--- src/rtl/qc_arb_pkg.sv ---
// Shared types and helpers for the stream arbiters.
// Holds the arbiter FSM encoding and the modulo-wrap index increment.
package qc_arb_pkg;

  typedef enum logic {ARB_IDLE, ARB_BURST} arb_state_t;

  // Index that follows idx in a ring of n entries.
  function automatic int next_idx(input int idx, input int n);
    return (idx + 1 >= n) ? 0 : idx + 1;
  endfunction

endpackage

--- src/rtl/rr_priority_pick.sv ---
// Round-robin pick: first set bit of mask scanning from ptr+1 upward with wrap.
// Rotate so that ptr+1 lands on bit 0, priority-encode, then rotate back.
module rr_priority_pick
  import qc_arb_pkg::*;
#(
  parameter int NUM_REQ = 4,
  parameter int REQ_W   = 2
) (
  input  logic [NUM_REQ-1:0] mask,
  input  logic [REQ_W-1:0]   ptr,
  output logic [REQ_W-1:0]   winner,
  output logic               found
);

  logic [NUM_REQ-1:0] rot;
  int                 start;
  int                 off;

  always_comb begin
    start = next_idx(int'(ptr), NUM_REQ);
    rot   = '0;
    for (int k = 0; k < NUM_REQ; k++) begin
      rot[k] = mask[REQ_W'((start + k) % NUM_REQ)];
    end
    found = 1'b0;
    off   = 0;
    // Descending scan so the lowest rotated bit wins.
    for (int k = NUM_REQ - 1; k >= 0; k--) begin
      if (rot[k]) begin
        found = 1'b1;
        off   = k;
      end
    end
    winner = REQ_W'((start + off) % NUM_REQ);
  end

endmodule

--- src/rtl/stream_rr_arbiter.sv ---
// Burst round-robin arbiter sharing one valid/ready stream among NUM_REQ sources.
// A grant lasts until an accepted last beat or MAX_BURST accepted beats.
module stream_rr_arbiter
  import qc_arb_pkg::*;
#(
  parameter int NUM_REQ    = 4,
  parameter int REQ_W      = 2,
  parameter int DATA_WIDTH = 8,
  parameter int MAX_BURST  = 16,
  parameter int CNT_W      = 5
) (
  input  logic                                clk,
  input  logic                                rst,
  input  logic [NUM_REQ-1:0]                  cfg_en,
  input  logic [NUM_REQ-1:0][DATA_WIDTH-1:0]  req_data,
  input  logic [NUM_REQ-1:0]                  req_vld,
  input  logic [NUM_REQ-1:0]                  req_last,
  output logic [NUM_REQ-1:0]                  req_rdy,
  output logic [DATA_WIDTH-1:0]               out_data,
  output logic                                out_vld,
  output logic                                out_last,
  output logic [REQ_W-1:0]                    out_src,
  input  logic                                out_rdy,
  output logic                                busy
);

  arb_state_t         state, state_nx;
  logic [REQ_W-1:0]   grant, grant_nx;
  logic [REQ_W-1:0]   ptr, ptr_nx;
  logic [CNT_W-1:0]   cnt, cnt_nx;
  logic [REQ_W-1:0]   pick_idx;
  logic               pick_found;
  logic               beat_ok;
  logic               burst_end;

  rr_priority_pick #(
    .NUM_REQ (NUM_REQ),
    .REQ_W   (REQ_W)
  ) u_pick (
    .mask   (req_vld & cfg_en),
    .ptr    (ptr),
    .winner (pick_idx),
    .found  (pick_found)
  );

  assign beat_ok   = (state == ARB_BURST) && req_vld[grant] && out_rdy;
  assign burst_end = beat_ok && (req_last[grant] || (cnt == CNT_W'(MAX_BURST - 1)));

  always_ff @(posedge clk or posedge rst) begin
    if (rst) begin
      state <= ARB_IDLE;
      grant <= '0;
      ptr   <= REQ_W'(NUM_REQ - 1);
      cnt   <= '0;
    end else begin
      state <= state_nx;
      grant <= grant_nx;
      ptr   <= ptr_nx;
      cnt   <= cnt_nx;
    end
  end

  always_comb begin
    state_nx = state;
    grant_nx = grant;
    ptr_nx   = ptr;
    cnt_nx   = cnt;
    req_rdy  = '0;
    out_data = '0;
    out_vld  = 1'b0;
    out_last = 1'b0;
    out_src  = '0;
    busy     = 1'b0;
    case (state)
      ARB_IDLE: begin
        if (pick_found) begin
          grant_nx = pick_idx;
          cnt_nx   = '0;
          state_nx = ARB_BURST;
        end
      end
      ARB_BURST: begin
        out_vld        = req_vld[grant];
        out_data       = req_data[grant];
        out_last       = req_last[grant];
        out_src        = grant;
        busy           = 1'b1;
        req_rdy[grant] = out_rdy;
        if (beat_ok) begin
          cnt_nx = cnt + CNT_W'(1);
        end
        // The served requester becomes lowest priority at the next pick.
        if (burst_end) begin
          ptr_nx   = grant;
          state_nx = ARB_IDLE;
        end
      end
      default: state_nx = ARB_IDLE;
    endcase
  end

endmodule
--- config.mk ---
export PLATFORM = sky130hd
export DESIGN_NAME = stream_rr_arbiter
export DESIGN_NICKNAME = d
export VERILOG_FILES = /design/src/rtl/qc_arb_pkg.sv /design/src/rtl/rr_priority_pick.sv /design/src/rtl/stream_rr_arbiter.sv
export SDC_FILE = /design/constraint.sdc
export NUM_CORES = 1
export LEC_CHECK = 0
export ABC_AREA = 1
export CAP_MARGIN = 20
export CORE_UTILIZATION = 60
export CTS_CLUSTER_SIZE = 14
export DETAILED_ROUTE_END_ITERATION = 16
export DONT_BUFFER_PORTS = 1
export PLACE_DENSITY = 0.76
export SYNTH_ARGS = -nofsm -noshare
export SYNTH_HDL_FRONTEND = slang
export SYNTH_HIERARCHICAL = 1
export SYNTH_SLANG_ARGS = --single-unit
--- constraint.sdc ---
create_clock -name clk -period 2.85 [get_ports clk]
set_input_delay 0.1425 -clock clk [delete_from_list [all_inputs] [get_ports clk]]
set_output_delay 0.1425 -clock clk [all_outputs]
set_load 0.05 [all_outputs]
==> reports/results.ini <==
[hold_path]
hold_end = cnt[2]
timing.hold.worst.start = req_vld[0]
worstHoldPathType = in2reg
timing.hold.worst_path_depth = 5

[clocking]
clock_sink_count = 10
htreeDepth = 1
tritoncts = built
maximum_number_of_buffers_from_clock_root_to_sink = 2
cts.repair_timing.setup_buffer_count = 0
post_cts_sizing_count = 0
clk_latency_ns = 0.26
clock-root-buffer = sky130_fd_sc_hd__clkbuf_4
postCtsHoldBufs = 1
cts_inserted_buffers = 3
cts.clk_slew.worst_paths_ns = 0.06

[synthesis]
synthesized_area_fraction_occupied_by_ao_oa_aoi_and_oai_cells_pct = 9.12
ys.warnings.count = 6
synth_top_family_by_area = simple AND/OR/NAND/NOR gates
yosys.area_share.simple_pct = 52.7
synthesis.nets = 249
synth.ff_latch_count = 10
yosys.area_share.adder_pct = 5.88
synth-xor-area-share_pct = 0.686
synth.lib_cells_used.distinct = 29
part_of_the_yosys_area_used_for_sequential_elements_pct = 19.8
synth.mux.area_fraction_pct = 0
netlist_area_um2 = 1280
post_synth_inst_count = 196
synth.avg_cell_area_um2 = 6.51

[sta]
unrepaired_setup_endpoints_after_global_routing = false
finalSetupTns_ns = 0
fin_worst_skew_ns = 0.000886
slew_viol_final = 0
worstMarginPinSlew_ns = 0.573
timing.hold.ws_ns = 0.235
fin_crit_sh_pct = 87.9
setup_viol = 0
timing.slew.headroom_pct = 61.8
final-hold-violation-count = 0
finalCriticalPeriod_ns = 2.51
achievable-frequency_mhz = 399

[cells_and_area]
flow.area_growth_from_synthesis_pct = 9.51
antennaDiodeCount = 0
nNetsFinal = 260
final_layout_size_suffix_gt1_share_pct = 18.9

[global_routing]
overall_fraction_of_global_route_tracks_in_use_pct = 27.8
use_met3_pct = 5.56
number_of_antenna_violations_at_the_first_check_in_global_routing = 0
global_route.usage.met1_pct = 30.2
grt_pass1_vias = 1186
met2_usage_pct = 55.4
grt_first_pass_wirelength_um = 4560
grt-busiest-layer = met2
globalRouteOverflowTotal = 0
grt_start_max_net_pins = 22

[route]
dr_total_vias = 1338
drt_pass1_iterations = 6
drt_iter0_drc = 31
post_drt_wl_per_cell_um = 13.4
route.detailed.vias_per_inst = 5.74
finalWirelength_um = 3130
remaining_routing_drc_violations = 0
final_antenna_net_count = 0

[floorplan]
floorplan.die_area_um2 = 2320
die_h_um = 48.1
io-pin-count = 64
floorplan.core_area_um2 = 1980
die_width_um = 48.1
start_util_pct = 64.4
placement_rows = 16

[critical_path]
setup.worst_path.end_class = register
r2r_setup_slk_ns = 0.34
reg_to_reg_endpoint = grant[1]
reg2regPathDepth = 14
worst-endpoint-arrival_ns = 2.64
worstPathRequired_ns = 2.99
peak_fanout_along_the_critical_path = 11
startpoint_type = register
worst_reg2reg_path_startpoint = ptr[0]
timing_worst_setup_path_type = reg2reg

[place]
buffer_ports.inserted = 0
gpl.final_weighted_congestion = 0.714
dp.final_hpwl_um = 2430

[power]
max-vdd-ir-drop_uv = 1060
leakage_component_of_the_power_nw = 0.739
total_power_density_per_cell_area_nw_per_um2 = 1520

[run]
cap_viol_max_count = 0

[outcome]
status = completed

[routing by layer]
metal	wire (um)	vias to the layer above
met4	0	0
met2	1680	52
li1	-	671
met5	0	-
met1	1270	615
met3	181	0
[report_power, final]
group          leakage [nW]  switching [mW]  internal [mW]
sequential            0.120           0.126          0.207
combinational         0.604            1.17          0.528
clock                0.0150          0.0458         0.0540
total                 0.739            1.34          0.788
[how the worst max path moves through the flow]
stage	start	endpoint	slack [ns]	cells past startpoint
after floorplan	ptr[0]	grant[1]	0.59	16
after global placement	ptr[0]	grant[1]	0.50	15
after detailed placement	ptr[0]	grant[1]	0.36	15
after CTS	ptr[0]	grant[1]	0.34	15
after global routing	ptr[0]	grant[1]	0.07	15
final	ptr[0]	grant[1]	0.34	14
[synthesized netlist by cell type]
cell type	count	share of area [%]
sky130_fd_sc_hd__nand2_1	60	18
sky130_fd_sc_hd__nand3_1	44	17
sky130_fd_sc_hd__inv_1	18	5.3
sky130_fd_sc_hd__a41oi_1	8	5.5
sky130_fd_sc_hd__dfrtp_1	8	16
sky130_fd_sc_hd__buf_2	7	2.7
sky130_fd_sc_hd__ha_1	6	5.9
sky130_fd_sc_hd__nor2_1	6	1.8
sky130_fd_sc_hd__nand2_4	4	3.5
sky130_fd_sc_hd__nor3_1	4	1.6
sky130_fd_sc_hd__a21oi_1	3	1.2
sky130_fd_sc_hd__nand2_2	3	1.5
sky130_fd_sc_hd__nand4_1	3	1.5
sky130_fd_sc_hd__buf_6	2	1.8
sky130_fd_sc_hd__dfstp_2	2	4.1
sky130_fd_sc_hd__inv_2	2	0.59
sky130_fd_sc_hd__nand3_2	2	1.6
sky130_fd_sc_hd__nor2_4	2	1.8
sky130_fd_sc_hd__nor2_8	2	3.1
sky130_fd_sc_hd__a21boi_1	1	0.59
sky130_fd_sc_hd__and2_1	1	0.49
sky130_fd_sc_hd__buf_4	1	0.59
sky130_fd_sc_hd__clkbuf_1	1	0.29
sky130_fd_sc_hd__inv_4	1	0.49
sky130_fd_sc_hd__nand3b_1	1	0.59
sky130_fd_sc_hd__o21ai_1	1	0.39
sky130_fd_sc_hd__o21bai_4	1	1.5
sky130_fd_sc_hd__or2_2	1	0.49
sky130_fd_sc_hd__xnor2_1	1	0.69
[worst max-delay path, stage by stage (launching register included)]
cell	delay, ns
sky130_fd_sc_hd__dfstp_2	0.68
sky130_fd_sc_hd__inv_4	0.08
sky130_fd_sc_hd__ha_1	0.37
sky130_fd_sc_hd__inv_1	0.12
sky130_fd_sc_hd__nand2_1	0.08
sky130_fd_sc_hd__nand3_1	0.11
sky130_fd_sc_hd__nand2_2	0.08
sky130_fd_sc_hd__a21boi_1	0.17
sky130_fd_sc_hd__ha_1	0.18
sky130_fd_sc_hd__xnor2_1	0.14
sky130_fd_sc_hd__nand4_1	0.11
sky130_fd_sc_hd__nand2_1	0.07
sky130_fd_sc_hd__inv_1	0.04
sky130_fd_sc_hd__nor2_1	0.09
sky130_fd_sc_hd__a21oi_1	0.05
[per-stage QoR]
| step | setup WS (ns) | instances | instance area, um^2 | power (mW) | utilization (%) |
|---|---|---|---|---|---|
| after floorplan | 0.591 | 196 | 1280 | 1.73 | - |
| after CTS | 0.338 | 233 | 1400 | 2.13 | 70.5 |
| after detailed placement | 0.357 | 228 | 1360 | 2.02 | 68.7 |
| after global routing | 0.0688 | 233 | 1400 | 2.32 | 70.5 |
| final | 0.344 | 233 | 1400 | 2.13 | 70.5 |
| after global placement | 0.500 | 228 | 1360 | 1.96 | 68.7 |
[state kept, by name (all words and copies together) (netlist names)]
register and count:
cnt 5, ptr 2, grant 2, state 1
[logic make-up after synthesis]
kind of cell,Yosys count
buffers and inverters,32
XOR/XNOR,1
AND/OR/NAND/NOR,133
adder cells (fa/ha/maj),6
AO/OA/AOI/OAI,14
flip-flops,10
[cell type report]
| cell class | instances | area (um^2) |
|---|---|---|
| Fill cell | 168 | 584 |
| Sequential cell | 10 | 253 |
| Clock buffer | 4 | 26.3 |
| Tap cell | 27 | 33.8 |
| Inverter | 21 | 81.3 |
| Multi-Input combinational cell | 154 | 873 |
| Timing Repair Buffer | 17 | 130 |
[cells in the final DEF, fill, tap and decap left out, drive strengths merged]
master       instances
and2                 1
nand3               46
nand4                3
clkbuf               4
dlygate4sd3          1
a21boi               1
xnor2                1
o21ai                1
ha                   6
dfrtp                8
nand3b               1
nand2               67
dfstp                2
a41oi                8
nor2                10
a21oi                3
inv                 21
buf                 16
o21bai               1
nor3                 4
or2                  1
No activity file was read; power rests on OpenSTA's default activity.
